## src/rtl/mem_stage_lsu.sv

```systemverilog
// MEM-stage load/store unit sitting behind the EXE/MEM pipeline register.
// Runs the D-cache request/grant/ack handshake, lane-aligns store data and
// strobes, extends load data, raises Dstall and owns the MEM/WB register.
//
// Ports:
//   clk, rst                      clock, asynchronous active-high reset
//   Dcache_en, Dcache_write       EXE/MEM memory access strobe and store flag
//   D_address, Read_data_2_EXE_MEM, funct3_EXE_MEM
//                                 byte address, store source, access size/sign
//   alu_result_EXE_MEM, write_addr_EXE_MEM, WB_ctr_EXE_MEM
//                                 non-memory result, rd, writeback control
//   Istall                        instruction-side stall
//   dc_req/dc_write/dc_addr/dc_wdata/dc_wstrb   D-cache request (registered)
//   dc_gnt, dc_ack, dc_rdata      D-cache grant, completion, read word
//   Dstall                        hold upstream pipeline registers
//   misalign                      one-cycle pulse on a dropped misaligned access
//   wb_data_MEM_WB, write_addr_MEM_WB, WB_ctr_MEM_WB   MEM/WB register
module mem_stage_lsu #(
    parameter int unsigned DATA_W = 32
) (
    input  logic              clk,
    input  logic              rst,
    input  logic              Dcache_en,
    input  logic              Dcache_write,
    input  logic [DATA_W-1:0] D_address,
    input  logic [DATA_W-1:0] Read_data_2_EXE_MEM,
    input  logic [2:0]        funct3_EXE_MEM,
    input  logic [DATA_W-1:0] alu_result_EXE_MEM,
    input  logic [4:0]        write_addr_EXE_MEM,
    input  logic [2:0]        WB_ctr_EXE_MEM,
    input  logic              Istall,
    output logic              dc_req,
    output logic              dc_write,
    output logic [DATA_W-1:0] dc_addr,
    output logic [DATA_W-1:0] dc_wdata,
    output logic [3:0]        dc_wstrb,
    input  logic              dc_gnt,
    input  logic              dc_ack,
    input  logic [DATA_W-1:0] dc_rdata,
    output logic              Dstall,
    output logic              misalign,
    output logic [DATA_W-1:0] wb_data_MEM_WB,
    output logic [4:0]        write_addr_MEM_WB,
    output logic [2:0]        WB_ctr_MEM_WB
);

    localparam int unsigned BYTE_PAD = DATA_W - 8;
    localparam int unsigned HALF_PAD = DATA_W - 16;

    typedef enum logic [1:0] {
        IDLE = 2'd0,
        REQ  = 2'd1,
        WAIT = 2'd2,
        DONE = 2'd3
    } state_t;

    state_t            state;
    state_t            state_next;

    logic              misaligned_c;
    logic              accept_c;
    logic              drop_c;
    logic              capture_rdata_c;
    logic              mem_wb_en_c;
    logic [DATA_W-1:0] st_wdata_c;
    logic [3:0]        st_wstrb_c;
    logic [7:0]        ld_byte_c;
    logic [15:0]       ld_half_c;
    logic [DATA_W-1:0] load_ext_c;

    logic [1:0]        addr_q;
    logic [2:0]        funct3_q;
    logic [DATA_W-1:0] rdata_q;

    // Size decode from funct3[1:0]; the 11 encoding behaves as a word access.
    always_comb begin
        misaligned_c = 1'b0;
        st_wdata_c   = Read_data_2_EXE_MEM;
        st_wstrb_c   = 4'b1111;
        case (funct3_EXE_MEM[1:0])
            2'b00: begin
                st_wdata_c = {4{Read_data_2_EXE_MEM[7:0]}};
                st_wstrb_c = 4'b0001 << D_address[1:0];
            end
            2'b01: begin
                misaligned_c = D_address[0];
                st_wdata_c   = {2{Read_data_2_EXE_MEM[15:0]}};
                st_wstrb_c   = D_address[1] ? 4'b1100 : 4'b0011;
            end
            default: misaligned_c = (D_address[1:0] != 2'b00);
        endcase
    end

    assign accept_c    = (state == IDLE) && Dcache_en && !misaligned_c;
    assign drop_c      = (state == IDLE) && Dcache_en && misaligned_c;
    assign mem_wb_en_c = !(Istall || Dstall);

    // Next-state, stall and read-data capture decode.
    always_comb begin
        state_next      = state;
        Dstall          = 1'b0;
        capture_rdata_c = 1'b0;
        case (state)
            IDLE: begin
                if (accept_c) begin
                    state_next = REQ;
                    Dstall     = 1'b1;
                end
            end
            REQ: begin
                Dstall = 1'b1;
                if (dc_gnt) begin
                    if (dc_ack) begin
                        state_next      = DONE;
                        capture_rdata_c = 1'b1;
                    end else begin
                        state_next = WAIT;
                    end
                end
            end
            WAIT: begin
                Dstall = 1'b1;
                if (dc_ack) begin
                    state_next      = DONE;
                    capture_rdata_c = 1'b1;
                end
            end
            DONE: begin
                if (!Istall) state_next = IDLE;
            end
            default: state_next = IDLE;
        endcase
    end

    // Extract and extend the load result from the latched word.
    always_comb begin
        case (addr_q)
            2'd1:    ld_byte_c = rdata_q[15:8];
            2'd2:    ld_byte_c = rdata_q[23:16];
            2'd3:    ld_byte_c = rdata_q[31:24];
            default: ld_byte_c = rdata_q[7:0];
        endcase
        ld_half_c = addr_q[1] ? rdata_q[31:16] : rdata_q[15:0];
        case (funct3_q[1:0])
            2'b00: load_ext_c = funct3_q[2] ? {{BYTE_PAD{1'b0}}, ld_byte_c}
                                            : {{BYTE_PAD{ld_byte_c[7]}}, ld_byte_c};
            2'b01: load_ext_c = funct3_q[2] ? {{HALF_PAD{1'b0}}, ld_half_c}
                                            : {{HALF_PAD{ld_half_c[15]}}, ld_half_c};
            default: load_ext_c = rdata_q;
        endcase
    end

    // State, cache request, latched access and MEM/WB registers.
    always_ff @(posedge clk or posedge rst) begin
        if (rst) begin
            state             <= IDLE;
            dc_req            <= 1'b0;
            dc_write          <= 1'b0;
            dc_addr           <= '0;
            dc_wdata          <= '0;
            dc_wstrb          <= 4'b0000;
            misalign          <= 1'b0;
            addr_q            <= 2'b00;
            funct3_q          <= 3'b000;
            rdata_q           <= '0;
            wb_data_MEM_WB    <= '0;
            write_addr_MEM_WB <= 5'd0;
            WB_ctr_MEM_WB     <= 3'b000;
        end else begin
            state    <= state_next;
            dc_req   <= (state_next == REQ);
            misalign <= drop_c;
            if (accept_c) begin
                addr_q   <= D_address[1:0];
                funct3_q <= funct3_EXE_MEM;
                dc_write <= Dcache_write;
                dc_addr  <= {D_address[DATA_W-1:2], 2'b00};
                dc_wdata <= st_wdata_c;
                dc_wstrb <= Dcache_write ? st_wstrb_c : 4'b0000;
            end
            if (capture_rdata_c) rdata_q <= dc_rdata;
            if (mem_wb_en_c) begin
                wb_data_MEM_WB    <= WB_ctr_EXE_MEM[1] ? load_ext_c : alu_result_EXE_MEM;
                write_addr_MEM_WB <= write_addr_EXE_MEM;
                // A dropped misaligned access must not write the register file.
                WB_ctr_MEM_WB     <= {WB_ctr_EXE_MEM[2:1], WB_ctr_EXE_MEM[0] & ~drop_c};
            end
        end
    end

endmodule
```

## config.mk

```make
export PLATFORM = sky130hd
export DESIGN_NAME = mem_stage_lsu
export DESIGN_NICKNAME = d
export VERILOG_FILES = /design/src/rtl/mem_stage_lsu.sv
export SDC_FILE = /design/constraint.sdc
export NUM_CORES = 1
export LEC_CHECK = 0
export BUFFER_PORTS_ARGS = -buffer_cell sky130_fd_sc_hd__buf_2
export CAP_MARGIN = 20
export CORE_MARGIN = 2
export CORE_UTILIZATION = 49
export DETAILED_ROUTE_END_ITERATION = 10
export MAX_ROUTING_LAYER = met4
export PLACE_DENSITY_LB_ADDON = 0.08
export SETUP_SLACK_MARGIN = 0.4
export SYNTH_ARGS = -nofsm -noshare
export SYNTH_HDL_FRONTEND = slang
export SYNTH_SLANG_ARGS = --single-unit
```

## constraint.sdc

```tcl
create_clock -name clk -period 5.35 [get_ports clk]
set_input_delay 0.8025 -clock clk [delete_from_list [all_inputs] [get_ports clk]]
set_output_delay 0.8025 -clock clk [all_outputs]
set_load 0.02 [all_outputs]
```

Yosys cells after proc, flatten, opt, wreduce, memory -nomap -nowiden
Index checks and enable logic that the tools add are counted.
- equality and inequality tests: 9
- shift operators: 1
- muxes and demuxes: 22
- bitwise operators: 2
- reductions and logical operators: 10
- operators with widths (cell ; count):
    $pmux 32 s2 ; 2
    $mux 32 ; 3
    $pmux 8 s3 ; 1
    $mux 16 ; 1
    $eq 2x1->1 const B ; 5
    $eq 2x2->1 const B ; 4
    $mux 2 ; 4
    $mux 4 ; 2
    $pmux 2 s4 ; 1
    $pmux 4 s2 ; 1
    $logic_not 2->1 ; 3
    $pmux 1 s2 ; 3
    $mux 1 ; 4
    $shl 1x2->4 const A ; 1
    $logic_and 1x1->1 ; 3
    $reduce_bool 2->1 ; 1
    $reduce_or 2->1 ; 1
    $and 1x1->1 ; 1
    $logic_not 1->1 ; 1
    $logic_or 1x1->1 ; 1
    $not 1->1 ; 1
- register bits: 148

Longest topological paths before layout
- word-level depth: 7
- mapped depth: 9

Least setup slack after synthesis
Ideal clock, no wire load.
- path kind: input to output
- start point: input port D_address[0]
- end point: output port Dstall
- arrival time: 1.945 ns
- data required time: 4.548 ns
- setup slack: 2.603 ns
- cell stages on the path: 5
- path through: a21oi_1 o21bai_1 clkbuf_1 clkbuf_1 a21oi_1
- longest elaborated chain between the ends: 6
- ends and longest elaborated chain (what ; line ; RTL):
    from (decl) ; 25 ; input logic [DATA_W-1:0] D_address,
    $reduce_bool 2->1 ; 90 ; default: misaligned_c = (D_address[1:0] != 2'b00);
    $pmux 1 s2 * ; 80 ; case (funct3_EXE_MEM[1:0])
    $logic_not 1->1 * ; 94 ; assign accept_c = (state == IDLE) && Dcache_en && !misaligned_c;
    $logic_and 1x1->1 * ; 94 ;
    $mux 1 * ; 105 ; if (accept_c) begin
    $pmux 1 s2 * ; 103 ; case (state)
    to (decl) ; 40 ; output logic Dstall,
Every way passes the cells marked *; elsewhere a longest branch is shown, timed or not.

Final worst setup path
- start point: input port funct3_EXE_MEM[1]
- end point: register wb_data_MEM_WB[16]
- longest elaborated chain between the ends: 7
- elaborated cells between the ends (all ways): 8
- classes of those cells: eq/ne: 1; mux: 3; reduce/logical: 4
- ends and longest elaborated chain (what ; line ; RTL):
    from (decl) ; 27 ; input logic [2:0] funct3_EXE_MEM,
    $eq 2x1->1 / $logic_not 2->1 (equally long branches) ; 80 ;
    $pmux 1 s2 * ; 80 ;
    $logic_not 1->1 * ; 94 ;
    $logic_and 1x1->1 * ; 94 ;
    $mux 1 * ; 105 ;
    $pmux 1 s2 * ; 103 ;
    $logic_or 1x1->1 * ; 96 ; assign mem_wb_en_c = !(Istall || Dstall);
    to (signal assigned) ; 183 ; wb_data_MEM_WB <= WB_ctr_EXE_MEM[1] ? load_ext_c : alu_result_EXE_MEM;
    to (decl) ; 42 ; output logic [DATA_W-1:0] wb_data_MEM_WB,
Marked as above.
A chain may end at the register's enable or synchronous reset.

==> impl_metrics.yaml <==
route:
  dr.pass1.iters: 5
  drtIter0Drc: 378
  vias: 5474
  wire_per_inst_um: 16.6
  vias_per_cell: 5.20
  drtAntennaViolNets: 0
  drcViolationCount: 0
  wl_um: 17500
timing:
  fin_crit_ns: 2.82
  tightest_slew_ns: 1.02
  fin_ws_ns: 2.53
  fin_crit_sh_pct: 52.8
  relSlewSlack_pct: 32.3
  fin_tns_setup_ns: 0
  fmax_ghz: 0.354
  drv_slew: 0
  setup_violations: 0
  skew_ns: 0.0102
  final-hold-violation-count: 0
  rsz0062_at_grt: "false"
final_layout:
  layout_common_cells: "buf_2, dfrtp_1, nand2_1"
  final_common_cell: "buf_2"
  final_util_pct: 63.9
  multiInputGateArea_um2: 2900
  n_fill_cell: 1166
  regArea_um2: 3700
  final_area_um2: 8770
  syn2layout_area_growth_pct: 28.7
  drive_gt1_share_pct: 44.3
  nets: 1009
yosys:
  ys_seq_area_share_pct: 54.3
  yosysWarnings: 0
  syn_area_per_cell_um2: 11.0
  synth_area_um2: 6820
  ys_ff_latch: 148
  synthCells: 619
  synth_cell_types: 45
worst_setup_path:
  required_ns: 5.60
  cp_max_fo: 30
  crit_family: "simple AND/OR/NAND/NOR gates"
  worstReg2RegStart: "state[1]$_DFF_PP0_"
  r2r_setup_slack_ns: 2.59
  cp.arrival_ns: 3.08
  crit_slowest_cell: "nor3b_4"
  path_buf_inv: 1
  critical_path_class: "in2reg"
  endpoint_kind: "flip-flop"
  worstPathCellList: "buf_2 -> a21oi_1 -> nor4_2 -> o21ai_2 -> nor3b_4 -> a211oi_1"
  cp-start-kind: "primary input"
  max_stage_delay_ns: 0.83
  startpoint: "funct3_EXE_MEM[1]"
die:
  dieArea_um2: 14900
  start_util_pct: 49.7
  chipHeight_um: 122
  io_pins: 258
  rows: 43
  die_w_um: 122
  core-area_um2: 13700
clock_tree:
  cts_tree: "built"
  cts_hold_buf: 0
  cts-root-buf: "clkbuf_16"
  htree_levels: 4
  path_clk_slew_ns: 0.06
  ctsLongestPathBuffers: 2
  clkSinkCount: 148
  cts_setup_buffers: 0
  cts_resized: 0
  numCtsBuffers: 17
  insertion_delay_ns: 0.42
power_and_ir_drop:
  power_frac_seq_pct: 36.0
  vdd_ir_drop_max_v: 0.000339
  p_int_mw: 3.43
  pwr-share-comb_pct: 43.6
  p_clk_share_pct: 20.4
  totalPowerFinal_mw: 5.78
  p_per_area_nw_per_um2: 659
  p_leak_nw: 4.33
  power.share.switching_pct: 40.6
  power.net_switching_mw: 2.35
global_routing:
  grt_pass1_wl_um: 27400
  grt_usage_pct: 24.7
  grt_max_degree: 105
  gr-total-overflow: 0
  grt_pass1_vias: 5584
  grt_antenna_before_repair: 3
outcome:
  outcome: "finished clean"
placement:
  gp_congestion: 0.860
  dpl_cell_area_um2: 8180
  dp_hpwl_um: 12600
  portBuffers: 255
  dp_slack_ns: 2.08
worst_hold_path:
  min_from: "write_addr_MEM_WB[4]$_DFFE_PP0N_"
  hold_path_class: "reg2reg"
run:
  drv_cap: 0
==> metrics by stage <==
stage               std cells  hold WS [ns]
finish                   1053         0.465
global route             1053         0.496
CTS                      1050         0.467
detailed placement       1018         0.454
global placement         1018         0.445
floorplan                 620         0.479
==> power groups by stage <==
stage | registers [mW] | logic, mW | clock network, mW
finish | 2.08 | 2.52 | 1.18
global route | 2.15 | 2.75 | 1.27
CTS | 2.08 | 2.54 | 1.20
detailed placement | 2.09 | 2.53 | 0
global placement | 2.06 | 2.46 | 0
floorplan | 2.48 | 1.31 | 0
==> worst paths after layout <==
check / cells after the start / end
setup / recovery: 6 / wb_data_MEM_WB[16]$_DFFE_PP0N_
hold / removal: 2 / write_addr_MEM_WB[4]$_DFFE_PP0N_
setup reg to reg: 6 / wb_data_MEM_WB[16]$_DFFE_PP0N_
hold reg to reg: 2 / write_addr_MEM_WB[4]$_DFFE_PP0N_
max in group asynchronous: 3 / dc_wdata[11]$_DFFE_PP0P_
min in group asynchronous: 2 / dc_addr[16]$_DFFE_PP0P_
==> cells in the mapped netlist <==
| master | number | area share (%) |
|---|---|---|
| a211oi_1 | 8 | 0.88 |
| a211oi_2 | 10 | 1.8 |
| a21o_1 | 2 | 0.22 |
| a21oi_1 | 33 | 2.4 |
| a221oi_1 | 1 | 0.13 |
| a22o_1 | 1 | 0.13 |
| a22oi_1 | 6 | 0.66 |
| and2_1 | 1 | 0.092 |
| and2b_2 | 1 | 0.13 |
| buf_1 | 5 | 0.28 |
| buf_2 | 10 | 0.73 |
| buf_4 | 2 | 0.22 |
| buf_6 | 1 | 0.17 |
| buf_8 | 1 | 0.22 |
| clkbuf_1 | 22 | 1.2 |
| conb_1 | 1 | 0.055 |
| dfrtp_1 | 148 | 54 |
| ha_1 | 6 | 1.1 |
| inv_1 | 11 | 0.61 |
| mux2_2 | 76 | 13 |
| mux2i_1 | 39 | 5.7 |
| nand2_1 | 84 | 4.6 |
| nand2b_1 | 1 | 0.092 |
| nand2b_2 | 1 | 0.13 |
| nand3_1 | 9 | 0.66 |
| nand4_1 | 1 | 0.092 |
| nor2_1 | 59 | 3.2 |
| nor2b_1 | 3 | 0.28 |
| nor3_1 | 19 | 1.4 |
| nor3b_1 | 1 | 0.11 |
| nor3b_4 | 1 | 0.28 |
| nor4_1 | 1 | 0.092 |
| nor4_2 | 1 | 0.18 |
| o21ai_0 | 36 | 2.6 |
| o21ai_2 | 1 | 0.13 |
| o21ba_2 | 1 | 0.15 |
| o21bai_1 | 1 | 0.11 |
| o22ai_4 | 1 | 0.29 |
| o311ai_0 | 7 | 0.90 |
| o31ai_1 | 1 | 0.11 |
| o31ai_4 | 1 | 0.31 |
| o41ai_1 | 1 | 0.13 |
| or2_2 | 1 | 0.092 |
| or3_2 | 1 | 0.11 |
| or3b_1 | 1 | 0.13 |
==> registers in the layout, summed over array words and instances (netlist names), 2 cells and up <==
name and count:
dc_wstrb 4, funct3_q 3, dc_addr 30, state 2
WB_ctr_MEM_WB 3, addr_q 2, write_addr_MEM_WB 5, wb_data_MEM_WB 32
rdata_q 32, dc_wdata 32
==> layout make-up <==
| type | instances | share of cell area, % |
|---|---|---|
| Clock inverter | 9 | 1.47 |
| Antenna cell | 3 | 0.0856 |
| Timing Repair Buffer | 259 | 14.9 |
| Sequential cell | 148 | 42.2 |
| Multi-Input combinational cell | 420 | 33.0 |
| Tap cell | 180 | 2.57 |
| Clock buffer | 23 | 5.22 |
| Inverter | 11 | 0.528 |
==> worst register-to-register path: stages (launching register included) <==
cell	delay, ns
dfrtp_1	0.45
inv_1	0.13
ha_1	0.35
nor4_2	0.43
o21ai_2	0.22
nor3b_4	0.83
a211oi_1	0.19
==> cells by family after synthesis <==
kind of cell	Yosys count	share of synthesized area (%)
compound gates	111	11.1
fa+ha+maj	6	1.10
buf+inv	52	3.43
flops	148	54.3
mux	115	18.3
other cells	1	0.0550
simple gates	186	11.7
==> layer usage <==
layer  up-vias  share of wire (%)  track usage (%)
met2       194                 49             39.1
met1      2621                 41             30.2
met3        22                8.2             7.26
met5         -                  0                -
li1       2637                  -                -
met4         0                1.5             9.12
Power figures use the tool's default switching activity.
